[src/rtl/mux8_rr_scheduler.sv]
// Round-robin scheduler for a shared 8:1 single-bit mux: grants one requester at a
// time for at most QUANTUM cycles, drives the mux select and registers the mux output.
module mux8_rr_scheduler #(
  parameter int unsigned QUANTUM = 4,
  parameter int unsigned CW      = 8
) (
  input  logic       clk,
  input  logic       rst_n,
  input  logic [7:0] req,
  input  logic [7:0] d,
  output logic [7:0] gnt,
  output logic [2:0] sel,
  output logic       busy,
  output logic       out,
  output logic       out_vld
);

  localparam int unsigned N  = 8;
  localparam int unsigned SW = 3;

  typedef enum logic {IDLE, GRANT} state_t;

  state_t          state_q, state_d;
  logic [SW-1:0]   last_q, last_d;
  logic [CW-1:0]   cnt_q, cnt_d;
  logic [N-1:0]    gnt_d;
  logic [SW-1:0]   sel_d;
  logic            busy_d;
  logic            out_d;
  logic            load;
  logic            found;
  logic [SW-1:0]   cand;
  logic [SW-1:0]   pick_idx;

  // Rotating scan starting after the last grantee; the current holder is checked last.
  always_comb begin
    found    = 1'b0;
    cand     = '0;
    pick_idx = last_q;
    for (int k = 1; k <= int'(N); k++) begin
      cand = last_q + SW'(k);
      if (!found && req[cand]) begin
        found    = 1'b1;
        pick_idx = cand;
      end
    end
  end

  // Next-state and next-output logic.
  always_comb begin
    state_d = state_q;
    last_d  = last_q;
    cnt_d   = cnt_q;
    gnt_d   = gnt;
    sel_d   = sel;
    busy_d  = busy;
    load    = 1'b0;
    out_d   = busy ? d[sel] : 1'b0;

    case (state_q)
      IDLE: begin
        if (|req) load = 1'b1;
      end
      GRANT: begin
        if (!req[sel] || (cnt_q == '0)) begin
          if (|req) begin
            load = 1'b1;
          end else begin
            state_d = IDLE;
            gnt_d   = '0;
            busy_d  = 1'b0;
          end
        end else begin
          cnt_d = cnt_q - CW'(1);
        end
      end
      default: begin
        state_d = IDLE;
        gnt_d   = '0;
        busy_d  = 1'b0;
      end
    endcase

    if (load) begin
      state_d = GRANT;
      gnt_d   = N'(1) << pick_idx;
      sel_d   = pick_idx;
      busy_d  = 1'b1;
      last_d  = pick_idx;
      cnt_d   = CW'(QUANTUM - 1);
    end
  end

  // State and output registers.
  always_ff @(posedge clk or negedge rst_n) begin
    if (!rst_n) begin
      state_q <= IDLE;
      last_q  <= SW'(N - 1);
      cnt_q   <= '0;
      gnt     <= '0;
      sel     <= '0;
      busy    <= 1'b0;
      out     <= 1'b0;
      out_vld <= 1'b0;
    end else begin
      state_q <= state_d;
      last_q  <= last_d;
      cnt_q   <= cnt_d;
      gnt     <= gnt_d;
      sel     <= sel_d;
      busy    <= busy_d;
      out     <= out_d;
      out_vld <= busy;
    end
  end

endmodule
[config.mk]
export PLATFORM = sky130hd
export DESIGN_NAME = mux8_rr_scheduler
export DESIGN_NICKNAME = d
export VERILOG_FILES = /design/src/rtl/mux8_rr_scheduler.sv
export SDC_FILE = /design/constraint.sdc
export NUM_CORES = 1
export LEC_CHECK = 0
export BUFFER_PORTS_ARGS = -buffer_cell sky130_fd_sc_hd__buf_4
export CORE_UTILIZATION = 54
export CTS_BUF_LIST = sky130_fd_sc_hd__clkbuf_4 sky130_fd_sc_hd__clkbuf_8
export DETAILED_ROUTE_END_ITERATION = 16
export PLACE_DENSITY = 0.79
export SLEW_MARGIN = 20
export SYNTH_ARGS = -nofsm -noshare
export SYNTH_HDL_FRONTEND = slang
export SYNTH_SLANG_ARGS = --single-unit
export TNS_END_PERCENT = 5
[constraint.sdc]
create_clock -name clk -period 4 [get_ports clk]
set_clock_uncertainty 0.15 [all_clocks]
set_input_delay 0.8 -clock clk [delete_from_list [all_inputs] [get_ports clk]]
set_output_delay 0.8 -clock clk [all_outputs]
set_load 0.1 [all_outputs]
==> results.json, run 1 <==
{
  "netlist_instances": 209,
  "start_util_pct": 58.7,
  "synthSimpleGateAreaFrac_pct": 13.4,
  "r2r_start": "last_q[0]",
  "crit_chain": "clkinv_1, ha_1, buf_4, mux4_2, mux2_2, o32a_4, a2111oi_2, o21ba_2, a211oi_4, mux2_2",
  "cpMostUsedCell": "mux2_2",
  "slowest_stage": "dfstp_2",
  "clock_sinks": 26,
  "setup_tns_ns": 0,
  "post-route-period-util_pct": 93.1,
  "r2r_slack_ns": 0.27,
  "syn_to_final_growth_pct": 15.7,
  "drt_wl_total_mm": 5.09,
  "drc_errors": 0,
  "synth_flop_cell": "dfrtp_1",
  "die_w_um": 66.3,
  "layout-drive-gt1-share_pct": 34.3,
  "critPathCaptureType": "flop",
  "cap_violations": 0,
  "rsz0062_at_grt": "no",
  "finalNonFillerCells": 287,
  "grt_pass1_vias": 1831,
  "synthMuxAreaShare_pct": 30.2,
  "wl_met1_mm": 2.17,
  "firstDrtPassIters": 4,
  "finalHoldViolCount": 0,
  "worstMarginPinSlew_ns": 0.758,
  "dpl-instance-area_um2": 2520,
  "grt_pass1_wl_mm": 8.75,
  "vias": 1878,
  "cpPeakStageDelay_ns": 0.54,
  "top_level_ports": 32,
  "path_buf_inv": 2,
  "crit_family": "compound AO/OA/AOI/OAI gates",
  "via_per_inst": 6.54,
  "slew_viol_final": 0,
  "overflow": 0,
  "postCtsResizedCells": 0,
  "cts_hold_buf": 0,
  "synth-adder-area-share_pct": 1.68,
  "seq_area_frac_synth_pct": 29.3,
  "groute.usage.overall_pct": 26.3,
  "stdcell_area_um2": 2580,
  "async_flop_share_pct": 100,
  "die_h_um": 66.3,
  "num-nets-final": 261,
  "cts_made_buffers": 3,
  "die_area_um2": 4390,
  "grt_max_degree": 27,
  "synth_nets": 230,
  "dp_cells": 283,
  "ys_warn_count": 0,
  "drtAntennaViolNets": 0,
  "synth_compound_area_share_pct": 19.2,
  "ys_seq_elements": 26,
  "synth_cell_types": 49,
  "core_area_um2": 3800,
  "reg2reg_to": "sel[2]",
  "htree_levels": 1,
  "max_freq_ghz": 0.268,
  "synthXorXnorAreaFrac_pct": 1.57,
  "antenna_found_initial": 0,
  "drtIter0Drc": 194,
  "dp_hpwl_mm": 3.88,
  "holdCritPathClass": "input port to asynchronous set/reset pin",
  "wl_per_cell_um": 17.7,
  "top_layer": "met4",
  "dr_wl_met3_um": 216,
  "hold_ws_ns": 0.269,
  "synth_top_family_by_area": "multiplexers",
  "avgSynthCellArea_um2": 10.7,
  "globalplace.congestion": 0.937,
  "placementRows": 22,
  "worstSetupPathType": "flop to flop",
  "cp-start-kind": "flop",
  "r2r_cells": 10,
  "met2_wirelength_mm": 2.61,
  "fin_crit_ns": 3.73,
  "maxSlewHeadroom_pct": 49.0,
  "cts_tree": "done",
  "setup_viol": 0,
  "syn_area_um2": 2230,
  "postCtsSetupRepairBufs": 0,
  "crit_required_ns": 4.05,
  "crit_fanout": 10,
  "clkLatencyLatePin_ns": 0.27,
  "path_clk_slew_ns": 0.09,
  "portBuffers": 31,
  "antenna_cells": 0,
  "fillers": 278,
  "root_buffer": "clkbuf_8",
  "cp.arrival_ns": 3.78,
  "status": "complete, no violations",
  "clock_path_buffers": 2,
  "synth_edf_count": 0
}
Yosys cell counts (all sizes together) (3+ instances only):
cell	n	area [µm²]
nand2	19	71.3
buf	9	51.3
nor2	12	45.0
ha	3	37.5
or3	3	18.8
a221oi	3	26.3
mux2i	14	140
a211oi	4	47.5
mux2	7	82.6
nand2b	3	18.8
o21ai	11	55.1
and2	3	18.8
a21oi	10	50.1
nor4	3	18.8
mux4	20	450
nor3	4	20.0
clkbuf	5	21.3
inv	7	26.3
dfstp	3	78.8
nor2b	5	31.3
dfrtp	23	576
o31ai	9	67.6
metal layers:
layer	vias to the layer above	GRT usage, %
met5	-	0
met4	0	7.71
met3	9	2.41
met2	58	45.8
met1	931	34.6
li1	880	-
cell usage in the layout (no fill, tap or decap), drive strengths merged, types with 2 or more instances in the layout:
cell | synthesis | routed
nand3 | 2 | 2
a221o | 2 | 2
a41o | 2 | 2
mux2 | 7 | 7
and2 | 3 | 3
nand2 | 19 | 19
dfstp | 3 | 3
clkbuf | 5 | 4
nor2 | 12 | 12
dfrtp | 23 | 23
a221oi | 3 | 3
o31ai | 9 | 9
nor4 | 3 | 3
a32o | 2 | 2
nor2b | 5 | 5
xnor2 | 2 | 2
a21oi | 10 | 10
inv | 7 | 7
or3 | 3 | 3
a211oi | 4 | 4
xor2 | 2 | 2
o211ai | 2 | 2
nand2b | 3 | 3
mux2i | 14 | 14
ha | 3 | 3
buf | 9 | 40
nor3 | 4 | 4
o21ai | 11 | 11
mux4 | 20 | 20
sequential cells by signal (all words and copies together), names as in the netlist:
register	flops
busy	1
cnt_q	8
gnt	8
last_q	3
out	1
out_vld	1
sel	3
state_q	1
stage by stage:
step | util (%) | worst slack, ns
floorplan | - | 0.118
global placement | 66.3 | 0.358
detailed placement | 66.3 | 0.319
CTS | 67.7 | 0.263
global route | 67.9 | 0.108
finish | 67.9 | 0.274
worst register-to-register path, stage by stage (launching register included):
cell and delay [ns]:
dfstp_2 0.54, clkinv_1 0.07, ha_1 0.38, buf_4 0.22, mux4_2 0.51, mux2_2 0.28, o32a_4 0.27, a2111oi_2 0.36
o21ba_2 0.23, a211oi_4 0.39, mux2_2 0.25
worst max path at each step:
stage / slack [ns] / from / cells after the start / endpoint
2_1_floorplan: 0.12 / last_q[1] / 12 / gnt[5]
3_3_place_gp: 0.36 / last_q[0] / 10 / gnt[6]
3_5_place_dp: 0.32 / last_q[0] / 10 / gnt[7]
4_1_cts: 0.26 / cnt_q[0] / 9 / gnt[1]
5_1_grt: 0.11 / last_q[0] / 10 / gnt[5]
6_report: 0.27 / last_q[0] / 10 / sel[2]
kinds of logic after synthesis:
logic type,Yosys count
flip-flops,26
AO/OA/AOI/OAI,55
adder cells (fa/ha/maj),3
AND/OR/NAND/NOR,58
XOR/XNOR,4
multiplexers,41
buffers and inverters,22
cell type report:
cell class | instances | area [µm²] | area share [%]
Clock buffer | 4 | 55.1 | 2.13
Inverter | 8 | 30.0 | 1.16
Multi-Input combinational cell | 161 | 1480 | 57.4
Sequential cell | 26 | 654 | 25.4
Tap cell | 48 | 60.1 | 2.33
Timing Repair Buffer | 40 | 300 | 11.6
Power of run 1 is left out: the tool's default activity adds up to more than one toggle a clock period on the data nets, which glitch-free logic cannot reach.
==> inputs of run 2 (changes only) <==
--- a/config.mk
+++ b/config.mk
@@ -6,10 +6,10 @@
 export NUM_CORES = 1
 export LEC_CHECK = 0
 export BUFFER_PORTS_ARGS = -buffer_cell sky130_fd_sc_hd__buf_4
-export CORE_UTILIZATION = 54
+export CORE_UTILIZATION = 55
 export CTS_BUF_LIST = sky130_fd_sc_hd__clkbuf_4 sky130_fd_sc_hd__clkbuf_8
 export DETAILED_ROUTE_END_ITERATION = 16
-export PLACE_DENSITY = 0.79
+export PLACE_DENSITY = 0.77
 export SLEW_MARGIN = 20
 export SYNTH_ARGS = -nofsm -noshare
 export SYNTH_HDL_FRONTEND = slang
==> constraint.sdc (replaced) <==
create_clock -name clk -period 4.5 [get_ports clk]
set_clock_uncertainty 0.15 [all_clocks]
set_input_delay 0.9 -clock clk [delete_from_list [all_inputs] [get_ports clk]]
set_output_delay 0.9 -clock clk [all_outputs]
set_load 0.1 [all_outputs]
==> results.json, run 2 (same netlist as run 1, synthesis figures left out) <==
{
  "num-nets-final": 257,
  "die_h_um": 65.7,
  "cap_violations": 0,
  "cts_tree": "done",
  "clkLatencyLatePin_ns": 0.27,
  "dp_hpwl_mm": 3.85,
  "finalHoldViolCount": 0,
  "crit_required_ns": 4.55,
  "layout_commonest_cell": "buf_4",
  "placementRows": 22,
  "drt_wl_total_mm": 5.29,
  "crit_fanout": 10,
  "htree_levels": 1,
  "clock_path_buffers": 2,
  "fin_crit_ns": 3.90,
  "status": "complete, no violations",
  "worstMarginPinSlew_ns": 0.822,
  "vias": 1882,
  "post-route-period-util_pct": 86.8,
  "layout_common_cells": "36 x buf_4, 23 x dfrtp_1, 20 x mux4_2, 19 x nand2_1, 14 x mux2i_1",
  "worstSetupPathType": "flop to flop",
  "firstDrtPassIters": 4,
  "slowest_stage": "dfstp_2",
  "die_w_um": 65.7,
  "holdCritPathClass": "flop to flop",
  "overflow": 0,
  "postCtsResizedCells": 0,
  "finalNonFillerCells": 283,
  "postCtsSetupRepairBufs": 0,
  "maxSlewHeadroom_pct": 44.7,
  "antenna_cells": 0,
  "drtAntennaViolNets": 0,
  "r2r_start": "last_q[0]",
  "critPathCaptureType": "flop",
  "groute.usage.overall_pct": 26.3,
  "core_area_um2": 3770,
  "setup_tns_ns": 0,
  "clock_sinks": 26,
  "reg_top3": "cnt_q (8), gnt (8)",
  "dp_cells": 279,
  "antenna_found_initial": 0,
  "die_area_um2": 4310,
  "syn_to_final_growth_pct": 13.7,
  "root_buffer": "clkbuf_8",
  "cp.arrival_ns": 3.96,
  "cp-start-kind": "flop",
  "hp-start": "busy",
  "grt_pass1_wl_mm": 8.60,
  "start_util_pct": 59.1,
  "cpPeakStageDelay_ns": 0.54,
  "fillers": 297,
  "crit_family": "compound AO/OA/AOI/OAI gates",
  "wl_per_cell_um": 18.7,
  "layout-drive-gt1-share_pct": 32.8,
  "via_per_inst": 6.65,
  "top_level_ports": 32,
  "crit_start": "last_q[0]",
  "path_clk_slew_ns": 0.09,
  "slew_viol_final": 0,
  "setup_viol": 0,
  "rsz0062_at_grt": "no",
  "grt_pass1_vias": 1738,
  "max_freq_ghz": 0.256,
  "portBuffers": 31,
  "crit_chain": "clkinv_1, ha_1, buf_4, mux4_2, mux2_2, o32a_4, a2111oi_2, a221oi_1, a211oi_4, a41o_1",
  "drc_errors": 0,
  "cts_made_buffers": 3,
  "path_buf_inv": 2,
  "hold_ws_ns": 0.300,
  "cts_hold_buf": 0,
  "drtIter0Drc": 226,
  "globalplace.congestion": 0.934,
  "grt_max_degree": 27
}
## run 2: changes by cell type in the layout (fill, tap and decap cells not counted)
| cell | change |
|---|---|
| buf_4 | -4 |
| clkbuf_4 | +1 |
| clkbuf_8 | -1 |
| o311ai_1 | +1 |
| o311ai_2 | -1 |
## run 2: worst reg2reg max path: stages (launching register included)
cell,delay [ns]
dfstp_2,0.54
clkinv_1,0.07
ha_1,0.50
buf_4,0.27
mux4_2,0.52
mux2_2,0.29
o32a_4,0.27
a2111oi_2,0.35
a221oi_1,0.15
a211oi_4,0.46
a41o_1,0.26
## run 2: final timing paths
path                             endpoint  cells past startpoint  slack, ns
max in group asynchronous       last_q[1]                      1       3.53
worst min-delay path              out_vld                      0       0.30
worst max register to register     gnt[6]                     10       0.60
worst min register to register    out_vld                      0       0.30
min in group asynchronous         state_q                      1       0.36
worst max-delay path               gnt[6]                     10       0.60
## run 2: layout make-up
class                   instances  area (µm²)  share of cell area (%)
well taps                      48        60.1                    2.37
flip-flops and latches         26         654                    25.8
clock buffers                   4        48.8                    1.92
repair buffers                 36         270                    10.7
multi-input cells             161        1470                    58.1
inverters                       8        30.0                    1.18
## run 2: per-stage QoR
stage | setup slack, ns | utilization (%) | instance area (µm²)
floorplan | 0.618 | - | 2230
global placement | 0.695 | 66.0 | 2490
detailed placement | 0.611 | 66.0 | 2490
CTS | 0.581 | 67.3 | 2540
global route | 0.421 | 67.3 | 2540
finish | 0.595 | 67.3 | 2540
## run 2: per-layer routing
metal  share of wire, %  track usage (%)  routed length [µm]  vias up
met5                  0                0                   0        -
met4                1.7             8.15                  91        0
met3                5.9             3.99                 310       10
met2                 51             43.9                2680       70
met1                 42             35.1                2210      932
li1                   -                -                   -      870
Power of run 2 is left out for the same reason.
==> inputs of run 3 (changes only) <==
--- a/config.mk
+++ b/config.mk
@@ -6,10 +6,11 @@
 export NUM_CORES = 1
 export LEC_CHECK = 0
 export BUFFER_PORTS_ARGS = -buffer_cell sky130_fd_sc_hd__buf_4
-export CORE_UTILIZATION = 55
+export CORE_UTILIZATION = 64
 export CTS_BUF_LIST = sky130_fd_sc_hd__clkbuf_4 sky130_fd_sc_hd__clkbuf_8
 export DETAILED_ROUTE_END_ITERATION = 16
-export PLACE_DENSITY = 0.77
+export PLACE_DENSITY = 0.88
+export RECOVER_POWER = 100
 export SLEW_MARGIN = 20
 export SYNTH_ARGS = -nofsm -noshare
 export SYNTH_HDL_FRONTEND = slang
==> results.json, run 3 (same netlist as run 1, synthesis figures left out) <==
{
  "status": "complete, no violations",
  "fin_crit_ns": 4.19,
  "slew_viol_final": 0,
  "die_h_um": 61.0,
  "crit_fanout": 16,
  "cts_tree": "done",
  "clock_path_buffers": 2,
  "setup_tns_ns": 0,
  "core_area_um2": 3340,
  "vias": 1908,
  "reg_top3": "cnt_q (8), gnt (8)",
  "path_clk_slew_ns": 0.14,
  "dp_hpwl_mm": 3.91,
  "grt_pass1_vias": 1829,
  "cp.arrival_ns": 4.26,
  "htree_levels": 1,
  "clkLatencyLatePin_ns": 0.33,
  "setup_viol": 0,
  "drtAntennaViolNets": 0,
  "layout-drive-gt1-share_pct": 25.1,
  "die_w_um": 61.0,
  "cts_made_buffers": 3,
  "antenna_cells": 0,
  "die_area_um2": 3720,
  "syn_to_final_growth_pct": 9.37,
  "worstMarginPinSlew_ns": 1.39,
  "clock_sinks": 26,
  "cap_violations": 0,
  "firstDrtPassIters": 4,
  "rsz0062_at_grt": "no",
  "placementRows": 21,
  "drt_wl_total_mm": 5.24,
  "critPathCaptureType": "flop",
  "cts_hold_buf": 0,
  "drtIter0Drc": 180,
  "cp-start-kind": "flop",
  "top_usage_layer": "met2",
  "top_level_ports": 32,
  "maxSlewHeadroom_pct": 7.50,
  "crit_required_ns": 4.58,
  "overflow": 0,
  "max_freq_ghz": 0.239,
  "groute.usage.overall_pct": 30.9,
  "postCtsResizedCells": 0,
  "post-route-period-util_pct": 93.0,
  "grt_pass1_wl_mm": 8.36,
  "globalRouteMet2Util_pct": 50.5,
  "portBuffers": 31,
  "drc_errors": 0,
  "wl_per_cell_um": 18.6,
  "postCtsSetupRepairBufs": 0,
  "met3_usage_pct": 4.20,
  "finalHoldViolCount": 0,
  "grt_use_met1_pct": 39.4,
  "grt_max_degree": 27,
  "fillers": 256,
  "holdCritPathClass": "flop to flop",
  "antenna_found_initial": 0,
  "start_util_pct": 66.8,
  "layout_common_cells": "23 x dfrtp_1, 20 x mux4_2, 19 x nand2_1, 19 x buf_4, 17 x clkbuf_1",
  "num-nets-final": 257,
  "layout_commonest_cell": "dfrtp_1",
  "root_buffer": "clkbuf_4",
  "globalplace.congestion": 0.886,
  "worstSetupPathType": "flop to flop",
  "via_per_inst": 6.79
}
[run 3: cell count changes in the layout (fill, tap and decap cells not counted)]
cell      before  now
o311ai_1       1    0
o32a_4         1    0
clkbuf_8       3    0
buf_4         36   19
o32a_1         0    1
clkbuf_1       0   17
o311ai_0       0    1
clkbuf_4       1    4
[run 3: path summary, 6_finish.rpt]
| check | from | end | slack (ns) | depth (start not counted) |
|---|---|---|---|---|
| worst max-delay path | last_q[1] | gnt[5] | 0.31 | 9 |
| worst min-delay path | state_q | busy | 0.34 | 1 |
| worst max register to register | last_q[1] | gnt[5] | 0.31 | 9 |
| worst min register to register | state_q | busy | 0.34 | 1 |
| max in group asynchronous | rst_n | gnt[0] | 2.68 | 1 |
| min in group asynchronous | rst_n | cnt_q[3] | 0.71 | 1 |
[run 3: routing by layer]
metal | part of all wire [%] | wire length (µm)
met1 | 39 | 2040
met2 | 51 | 2670
met3 | 6.3 | 328
met4 | 3.9 | 204
met5 | 0 | 0
[run 3: cell type report]
type,instances,area (µm²),area share (%)
Tap cell,46,57.6,2.36
Sequential cell,26,654,26.8
Multi-Input combinational cell,161,1460,59.9
Clock buffer,4,30.0,1.23
Inverter,8,30.0,1.23
Timing Repair Buffer,36,206,8.47
[run 3: worst max-delay path, stage by stage, from the launching register on]
cell	delay, ns
dfstp_2	0.77
inv_1	0.13
ha_1	0.52
mux4_2	0.55
mux2_2	0.28
o32a_1	0.46
nor4b_4	0.46
a211oi_2	0.16
mux2_4	0.34
a32o_1	0.25
[run 3: per-stage QoR]
stage / area [µm²] / hold WS (ns) / instances / setup slack (ns) / utilization (%)
after global routing: 2440 / 0.368 / 281 / 0.118 / 73.1
after floorplan: 2230 / 0.286 / 209 / 0.618 / -
after detailed placement: 2480 / 0.319 / 277 / 0.431 / 74.5
after CTS: 2510 / 0.307 / 281 / 0.390 / 75.4
after global placement: 2480 / 0.297 / 277 / 0.544 / 74.5
final: 2440 / 0.337 / 281 / 0.313 / 73.1
Power of run 3 is left out for the same reason.
